[config.mk]
export PLATFORM = sky130hd
export DESIGN_NAME = rr_mux_arbiter8
export DESIGN_NICKNAME = d
export VERILOG_FILES = /design/src/rtl/rr_mux_arbiter8.sv
export SDC_FILE = /design/constraint.sdc
export NUM_CORES = 1
export LEC_CHECK = 0
export CAP_MARGIN = 20
export CORE_MARGIN = 1.5
export CORE_UTILIZATION = 42
export CTS_CLUSTER_DIAMETER = 150
export DETAILED_ROUTE_END_ITERATION = 8
export PLACE_DENSITY_LB_ADDON = 0.1
export SYNTH_ARGS = -nofsm -noshare
export SYNTH_HDL_FRONTEND = slang
export SYNTH_SLANG_ARGS = --single-unit
[constraint.sdc]
create_clock -name clk -period 4.9 [get_ports clk]
set_input_delay 0.98 -clock clk [delete_from_list [all_inputs] [get_ports clk]]
set_output_delay 0.98 -clock clk [all_outputs]
set_load 0.1 [all_outputs]
[src/rtl/rr_mux_arbiter8.sv]
// Round-robin arbiter and sequencer for a shared 8:1, 4-bit select mux.
// Eight requesters compete for one 4-bit output lane. The owner may stream
// up to MAX_HOLD words while others wait, after which the grant rotates.
// An uncontended owner keeps the grant for as long as it requests.
module rr_mux_arbiter8 #(
   parameter int MAX_HOLD = 4
) (
   input  logic        clk,
   input  logic        rst_n,
   input  logic [7:0]  req,
   input  logic [31:0] inp,
   output logic [7:0]  gnt,
   output logic [2:0]  sel,
   output logic [3:0]  out,
   output logic        out_valid,
   output logic        busy
);

   typedef enum logic {
      IDLE  = 1'b0,
      GRANT = 1'b1
   } state_t;

   localparam logic [3:0] HOLD_MAX = 4'(MAX_HOLD);

   state_t     state;
   logic [2:0] ptr;
   logic [2:0] owner;
   logic [3:0] hold_cnt;

   logic       own_req;
   logic [7:0] others;
   logic [7:0] arb_req;
   logic [3:0] hold_next;
   logic       switch_owner;
   logic       win_found;
   logic [2:0] win_idx;

   // First requester at or after start, wrapping 7 -> 0; result is {found, index}.
   function automatic logic [3:0] arbitrate(input logic [7:0] r, input logic [2:0] start);
      logic       found;
      logic [2:0] idx;
      logic [2:0] cand;
      found = 1'b0;
      idx   = start;
      for (int i = 0; i < 8; i++) begin
         cand = start + 3'(i);
         if (!found && r[cand]) begin
            found = 1'b1;
            idx   = cand;
         end
      end
      return {found, idx};
   endfunction

   // Next-state decisions: transfer detection, saturating hold count, arbitration.
   // ptr always equals owner+1 while granting, so one scan start serves both states.
   always_comb begin
      own_req   = req[owner];
      others    = req & ~(8'(1) << owner);
      hold_next = hold_cnt;
      if (own_req) begin
         hold_next = (hold_cnt >= HOLD_MAX) ? HOLD_MAX : hold_cnt + 4'd1;
      end
      arb_req = (state == IDLE) ? req : others;
      {win_found, win_idx} = arbitrate(arb_req, ptr);
      switch_owner = (state == GRANT) &&
                     (!own_req || ((hold_next == HOLD_MAX) && (others != 8'd0)));
   end

   // Sequencer FSM with registered grant, select and data outputs.
   always_ff @(posedge clk or negedge rst_n) begin
      if (!rst_n) begin
         state     <= IDLE;
         ptr       <= 3'd0;
         owner     <= 3'd0;
         hold_cnt  <= 4'd0;
         gnt       <= 8'd0;
         sel       <= 3'd0;
         out       <= 4'd0;
         out_valid <= 1'b0;
         busy      <= 1'b0;
      end else begin
         case (state)
            IDLE: begin
               out_valid <= 1'b0;
               if (win_found) begin
                  state    <= GRANT;
                  owner    <= win_idx;
                  ptr      <= win_idx + 3'd1;
                  hold_cnt <= 4'd0;
                  gnt      <= 8'(1) << win_idx;
                  sel      <= win_idx;
                  busy     <= 1'b1;
               end
            end
            GRANT: begin
               if (own_req) begin
                  out       <= inp[{owner, 2'b00} +: 4];
                  out_valid <= 1'b1;
                  hold_cnt  <= hold_next;
               end else begin
                  out_valid <= 1'b0;
               end
               if (switch_owner) begin
                  if (win_found) begin
                     owner    <= win_idx;
                     ptr      <= win_idx + 3'd1;
                     hold_cnt <= 4'd0;
                     gnt      <= 8'(1) << win_idx;
                     sel      <= win_idx;
                  end else begin
                     state <= IDLE;
                     gnt   <= 8'd0;
                     busy  <= 1'b0;
                  end
               end
            end
            default: begin
               state <= IDLE;
               gnt   <= 8'd0;
               busy  <= 1'b0;
            end
         endcase
      end
   end

endmodule

==> results.md, run 1 <==
### Run status
• result of the run: complete, no violations

### Logic synthesis
• leading post-synthesis cells by instance count: sky130_fd_sc_hd__nand2_1 (27), sky130_fd_sc_hd__dfrtp_1 (25), sky130_fd_sc_hd__nor2_1 (25)
• number of distinct library cell variants in the gate-level netlist after synthesis: 51
• dominant cell by count in the synthesized netlist: sky130_fd_sc_hd__nand2_1
• fraction of synthesized cell area taken by the top area cell type: 23.82%
• sequential share of the synthesized area: 23.82%
• Area contributors post-synth: sky130_fd_sc_hd__dfrtp_1 (24%), sky130_fd_sc_hd__mux4_2 (12%), sky130_fd_sc_hd__mux2i_1 (5.7%)
• Post-Syn Area per Cell: 8.933 um2
• Async SR Flop Fraction: 100.0%
• EDFF count, synth: 0
• synthesized area: 2626 um2
• post-synthesis instance total: 294
• Synth warnings: 0
• Post-synth top flop: sky130_fd_sc_hd__dfrtp_1
• count of state elements after synthesis: 25
• syn nets: 346
• post-synth top area cell: sky130_fd_sc_hd__dfrtp_1

### Clocking
• clock tree from TritonCTS: done
• hold bufs inserted after CTS: 0
• post-CTS setup buffer count: 0
• Clk Latency, worst-skew pair: 0.27 ns
• buffer depth of the longest clock path: 2
• total CTS buffers: 3
• Root Driver: sky130_fd_sc_hd__clkbuf_8
• H-tree levels: 1
• post-cts gate resize count: 0
• Reg clk slew, reported paths: 0.08 ns
• CTS sink cnt: 25

### STA
• maximum clock frequency: 0.2303 GHz
• relative slew slack: 34.51%
• setup repair after global routing missed its margin: no
• final-report hold violation count: 0
• total negative slack: 0 ns
• final setup violating endpoints: 0
• Setup Skew: 0.001635 ns
• final period demand of the worst path: 4.343 ns
• actual transition at the worst max-transition pin: 0.9792 ns
• Final Max Tran Viols: 0
• share of the cycle needed by the critical path after routing: 88.63%

### Final layout
• area of the multi-input gates: 1874 um2
• area of all sequential standard cells: 625.6 um2
• diode count: 0
• share of cells above drive strength 1: 12.78%
• Fill cells: 572
• number of nets in the finished design: 405
• synthesis-to-layout area growth: 29.78%

### Drt
• via density per instance: 6.070
• ANT nets after route: 0
• vias after detailed routing: 2592
• starting DRC count in detailed routing: 187
• # DRC: 0
• drt first pass iters: 7
• average detailed-routed wire length per instance: 16.98 um
• Detailed Route WL: 7.250 mm

### Worst setup path
• data arrival time of the critical path: 4.51 ns
• critical path capture point type: flip-flop
• worst reg2reg path depth: 14
• crit start category: primary input
• critical path type: in2reg
• worst-path maximum fanout: 6
• endpoint required time on the critical path: 5.07 ns

### Global route
• via count of the first global-routing pass: 2528
• GR Overflow Total: 0
• pin count of the biggest net entering global routing: 26
• all-layer global routing usage: 23.51%
• initial antenna violation count: 0
• global-route wire length before repair: 12.18 mm

### Placement
• RePlAce Congestion: 0.9456
• IO buf count: 58
• half-perimeter wire length after placement: 5.619 mm

### Die
• Chip Height: 82.08 um
• die width: 82.08 um
• Core Area: 5991 um2
• standard-cell row count: 28
• I/O pin total: 59
• die area: 6736 um2
• starting density of the core: 43.84%

### Worst hold path
• HP Class: reg2reg
• Hold Crit Depth: 2

### Flow run
• Max-Cap Viols: 0

[stage by stage]
| stage | cell area [um2] | std cells | worst slack, ns | hold WS, ns | utilization, % |
|---|---|---|---|---|---|
| floorplan | 2626 | 294 | 0.4807 | 0.5050 | - |
| global placement | 3332 | 422 | 0.3412 | 0.4676 | 55.62 |
| detailed placement | 3332 | 422 | 0.2777 | 0.4734 | 55.62 |
| CTS | 3381 | 426 | 0.5568 | 0.4941 | 56.43 |
| global route | 3408 | 427 | 0.3009 | 0.5122 | 56.89 |
| finish | 3408 | 427 | 0.5569 | 0.4875 | 56.89 |
[final timing paths]
kind	end	slack, ns	from
setup / recovery	gnt[7]	0.56	req[1]
hold / removal	out[2]	0.49	out[2]
setup reg to reg	gnt[7]	0.65	ptr[0]
max in group asynchronous	out[3]	3.48	rst_n
hold reg to reg	out[2]	0.49	out[2]
min in group asynchronous	gnt[4]	1.00	rst_n
[layout make-up]
| cell class | count | area share (%) |
|---|---|---|
| Multi-Input combinational cell | 236 | 54.99 |
| Timing Repair Buffer | 73 | 20.93 |
| Sequential cell | 25 | 18.36 |
| Clock buffer | 3 | 1.211 |
| Inverter | 14 | 1.542 |
| Clock inverter | 1 | 0.2203 |
| Tap cell | 75 | 2.753 |
[sequential cells by signal, indices dropped and copies added (netlist names)]
register and count:
busy 1, gnt 8, hold_cnt 4, out 4, out_valid 1, ptr 3, sel 3, state 1
[layer usage]
layer	track usage (%)	vias to the layer above	share of wire (%)
li1	-	1247	-
met5	0	-	0
met3	1.222	17	4.4
met2	38.20	82	46
met4	7.288	0	2.0
met1	33.52	1246	47
[placed cells by master (no fill, tap or decap), types with 3 or more instances in the layout]
master / count
sky130_fd_sc_hd__dfrtp_1: 25
sky130_fd_sc_hd__a21oi_1: 11
sky130_fd_sc_hd__a32oi_1: 5
sky130_fd_sc_hd__nand2b_1: 6
sky130_fd_sc_hd__o22ai_1: 4
sky130_fd_sc_hd__nand2_1: 27
sky130_fd_sc_hd__mux4_2: 14
sky130_fd_sc_hd__a22oi_1: 7
sky130_fd_sc_hd__nor2b_1: 15
sky130_fd_sc_hd__mux2_2: 5
sky130_fd_sc_hd__a211oi_1: 3
sky130_fd_sc_hd__a31oi_1: 5
sky130_fd_sc_hd__nor2_1: 25
sky130_fd_sc_hd__clkdlybuf4s50_1: 58
sky130_fd_sc_hd__and2_1: 5
sky130_fd_sc_hd__a32o_1: 7
sky130_fd_sc_hd__nor3_1: 5
sky130_fd_sc_hd__a22o_1: 8
sky130_fd_sc_hd__a221oi_1: 8
sky130_fd_sc_hd__nand4b_1: 3
sky130_fd_sc_hd__ha_1: 10
sky130_fd_sc_hd__nand4bb_1: 3
sky130_fd_sc_hd__o21ai_0: 18
sky130_fd_sc_hd__buf_4: 14
sky130_fd_sc_hd__mux2i_1: 15
sky130_fd_sc_hd__inv_1: 13
sky130_fd_sc_hd__clkbuf_8: 3
[kinds of logic (layout without fill, tap and decap cells)]
logic type | Yosys count | after routing | share of synthesized area [%]
and+or+nand+nor | 97 | 97 | 19.44
DFF | 25 | 25 | 23.82
AOI/OAI and AO/OA | 90 | 90 | 25.35
xor gates and xnor gates | 5 | 5 | 1.954
adders and majority gates | 10 | 10 | 4.764
muxes | 34 | 34 | 19.87
buffers and inverters | 33 | 91 | 4.812
[worst max-delay path, cell delays in order]
cell,delay [ns]
sky130_fd_sc_hd__clkdlybuf4s50_1,0.50
sky130_fd_sc_hd__nor2b_1,0.21
sky130_fd_sc_hd__a22o_1,0.23
sky130_fd_sc_hd__mux4_2,0.55
sky130_fd_sc_hd__a2111o_1,0.44
sky130_fd_sc_hd__or3b_4,0.42
sky130_fd_sc_hd__nor2_4,0.13
sky130_fd_sc_hd__nor2_1,0.08
sky130_fd_sc_hd__xnor2_2,0.22
sky130_fd_sc_hd__inv_1,0.12
sky130_fd_sc_hd__ha_1,0.24
sky130_fd_sc_hd__ha_1,0.18
sky130_fd_sc_hd__a22o_1,0.20
Power of run 1 is not shown: default switching activity piles up to over one toggle a cycle in this logic, so the estimate is an artifact.
==> run 2, diff against run 1 <==
--- a/config.mk
+++ b/config.mk
@@ -7,10 +7,11 @@
 export LEC_CHECK = 0
 export CAP_MARGIN = 20
 export CORE_MARGIN = 1.5
-export CORE_UTILIZATION = 42
+export CORE_UTILIZATION = 52
 export CTS_CLUSTER_DIAMETER = 150
 export DETAILED_ROUTE_END_ITERATION = 8
-export PLACE_DENSITY_LB_ADDON = 0.1
+export PLACE_DENSITY = 0.87
+export SKIP_LAST_GASP = 1
 export SYNTH_ARGS = -nofsm -noshare
 export SYNTH_HDL_FRONTEND = slang
 export SYNTH_SLANG_ARGS = --single-unit
==> results.md, run 2 (synthesized netlist as in run 1, its figures left out) <==
### Placement
• count of placed standard cells including taps: 409
• RePlAce Congestion: 0.9803
• pre-CTS worst setup slack: 0.2582 ns
• half-perimeter wire length after placement: 5.713 mm
• IO buf count: 58

### Die
• standard-cell row count: 25
• I/O pin total: 59
• Core Area: 4786 um2
• die width: 74.07 um
• die area: 5486 um2
• Chip Height: 74.07 um
• starting density of the core: 54.88%

### Final layout
• commonest non-fill, non-tap cell in the layout: sky130_fd_sc_hd__clkdlybuf4s50_1
• synthesis-to-layout area growth: 27.39%
• diode count: 0
• top library cells by usage in the layout, fill and taps aside: sky130_fd_sc_hd__clkdlybuf4s50_1 (58), sky130_fd_sc_hd__nand2_1 (27), sky130_fd_sc_hd__nor2_1 (25), sky130_fd_sc_hd__dfrtp_1 (25), sky130_fd_sc_hd__o21ai_0 (18)
• Layout Utilization: 69.91%
• Reg with most FFs: gnt
• number of nets in the finished design: 400
• share of cells above drive strength 1: 11.53%
• Fill cells: 394
• max FFs per register: 8
• Largest regs: gnt (8), hold_cnt (4), out (4)
• Non-Filler Instances: 414

### Worst setup path
• data arrival time of the critical path: 4.58 ns
• critical path's most frequent cell: sky130_fd_sc_hd__ha_1
• critical path capture point type: flip-flop
• endpoint required time on the critical path: 5.09 ns
• largest delay contributor family on the critical path: simple AND/OR/NAND/NOR gates
• slowest stage cell, crit path: sky130_fd_sc_hd__mux4_2
• Slowest Stage Delay on Critical Path: 0.55 ns
• endpoint of the most critical register-to-register path: ptr[2]
• worst reg2reg path depth: 14
• critical path type: in2reg
• worst reg2reg startpoint: ptr[0]
• setup slack on the worst flop-to-flop path: 0.72 ns
• worst-path maximum fanout: 7
• ordered list of cells on the worst path: clkdlybuf4s50_1, and2_1, a22o_1, mux4_2, a2111o_1, or3b_4, nor2_4, nor2_1, xnor2_2, inv_1, ha_1, ha_1, o21ai_0
• crit start category: primary input
• number of buffer and inverter stages on the critical path: 2

### Clocking
• buffer depth of the longest clock path: 2
• post-CTS setup buffer count: 0
• post-cts gate resize count: 0
• hold bufs inserted after CTS: 0
• Root Driver: sky130_fd_sc_hd__clkbuf_8
• Reg clk slew, reported paths: 0.08 ns
• H-tree levels: 1
• CTS sink cnt: 25
• total CTS buffers: 3
• Clk Latency, worst-skew pair: 0.27 ns
• clock tree from TritonCTS: done

### STA
• Setup Skew: 0.003413 ns
• final period demand of the worst path: 4.391 ns
• final-report hold violation count: 0
• actual transition at the worst max-transition pin: 0.9876 ns
• share of the cycle needed by the critical path after routing: 89.60%
• setup repair after global routing missed its margin: no
• total negative slack: 0 ns
• relative slew slack: 33.96%
• Setup WS post-layout: 0.5095 ns
• final setup violating endpoints: 0
• maximum clock frequency: 0.2278 GHz
• Final Max Tran Viols: 0

### Drt
• # DRC: 0
• via density per instance: 6.300
• starting DRC count in detailed routing: 325
• vias after detailed routing: 2608
• average detailed-routed wire length per instance: 17.46 um
• ANT nets after route: 0
• drt first pass iters: 5
• Detailed Route WL: 7.228 mm

### Global route
• pin count of the biggest net entering global routing: 26
• via count of the first global-routing pass: 2543
• initial antenna violation count: 0
• GR Overflow Total: 0
• all-layer global routing usage: 28.36%
• global-route wire length before repair: 12.22 mm

### Worst hold path
• HP Class: reg2reg
• hold path startpoint: out[3]
• sink of the worst hold path: out[3]
• Hold Crit Depth: 2

### Run status
• result of the run: complete, no violations

### Flow run
• Max-Cap Viols: 0

-- run 2: cell types whose count changed in the layout (fill, tap and decap cells not counted), sizes merged --
cell | before | now
buf | 15 | 10
clkinv | 0 | 1
clkinvlp | 1 | 0
-- run 2: metal layers --
metal,routed length (um),GRT usage (%)
met1,3232,38.60
met2,3594,48.61
met3,294,2.575
met4,108,7.407
met5,0,0
-- run 2: stage by stage --
| step | cell area (um2) | hold slack [ns] |
|---|---|---|
| 6_report | 3346 | 0.4884 |
| 2_1_floorplan | 2626 | 0.5050 |
| 4_1_cts | 3331 | 0.4942 |
| 3_5_place_dp | 3284 | 0.4752 |
| 5_1_grt | 3346 | 0.5127 |
| 3_3_place_gp | 3284 | 0.4649 |
-- run 2: worst register-to-register path, stage by stage, from the launching register on --
cell                       delay (ns)
sky130_fd_sc_hd__dfrtp_1         0.36
sky130_fd_sc_hd__inv_1           0.06
sky130_fd_sc_hd__ha_1            0.51
sky130_fd_sc_hd__and2_1          0.30
sky130_fd_sc_hd__a22o_1          0.25
sky130_fd_sc_hd__mux4_2          0.55
sky130_fd_sc_hd__a2111o_1        0.46
sky130_fd_sc_hd__or3b_4          0.43
sky130_fd_sc_hd__nor2_4          0.13
sky130_fd_sc_hd__nor2_1          0.08
sky130_fd_sc_hd__xnor2_2         0.21
sky130_fd_sc_hd__inv_1           0.11
sky130_fd_sc_hd__ha_1            0.24
sky130_fd_sc_hd__ha_1            0.27
sky130_fd_sc_hd__o21ai_0         0.15
-- run 2: worst max path at each step --
stage	from	endpoint	slack (ns)	cells past startpoint
floorplan	ptr[0]	ptr[2]	0.48	16
global placement	req[3]	ptr[2]	0.38	13
detailed placement	req[3]	ptr[2]	0.26	13
CTS	req[2]	ptr[2]	0.52	13
global route	req[3]	ptr[2]	0.28	13
finish	req[3]	ptr[2]	0.51	13
-- run 2: layout make-up --
cell class / count / area, um2 / area share [%]
flip-flops and latches: 25 / 625.6 / 18.70
inverters: 14 / 52.55 / 1.571
clock inverters: 1 / 5.005 / 0.1496
repair buffers: 68 / 663.1 / 19.82
multi-input cells: 236 / 1874 / 56.02
clock buffers: 3 / 41.29 / 1.234
well taps: 67 / 83.83 / 2.506
Power of run 2 is left out for the same reason.
==> run 3, diff against run 2 <==
--- a/config.mk
+++ b/config.mk
@@ -11,6 +11,7 @@
 export CTS_CLUSTER_DIAMETER = 150
 export DETAILED_ROUTE_END_ITERATION = 8
 export PLACE_DENSITY = 0.87
+export SKIP_CTS_REPAIR_TIMING = 1
 export SKIP_LAST_GASP = 1
 export SYNTH_ARGS = -nofsm -noshare
 export SYNTH_HDL_FRONTEND = slang
==> results of run 3 <==
Final layout, timing and power as in run 2 (identical DEF).
Power of run 3 is left out for the same reason.
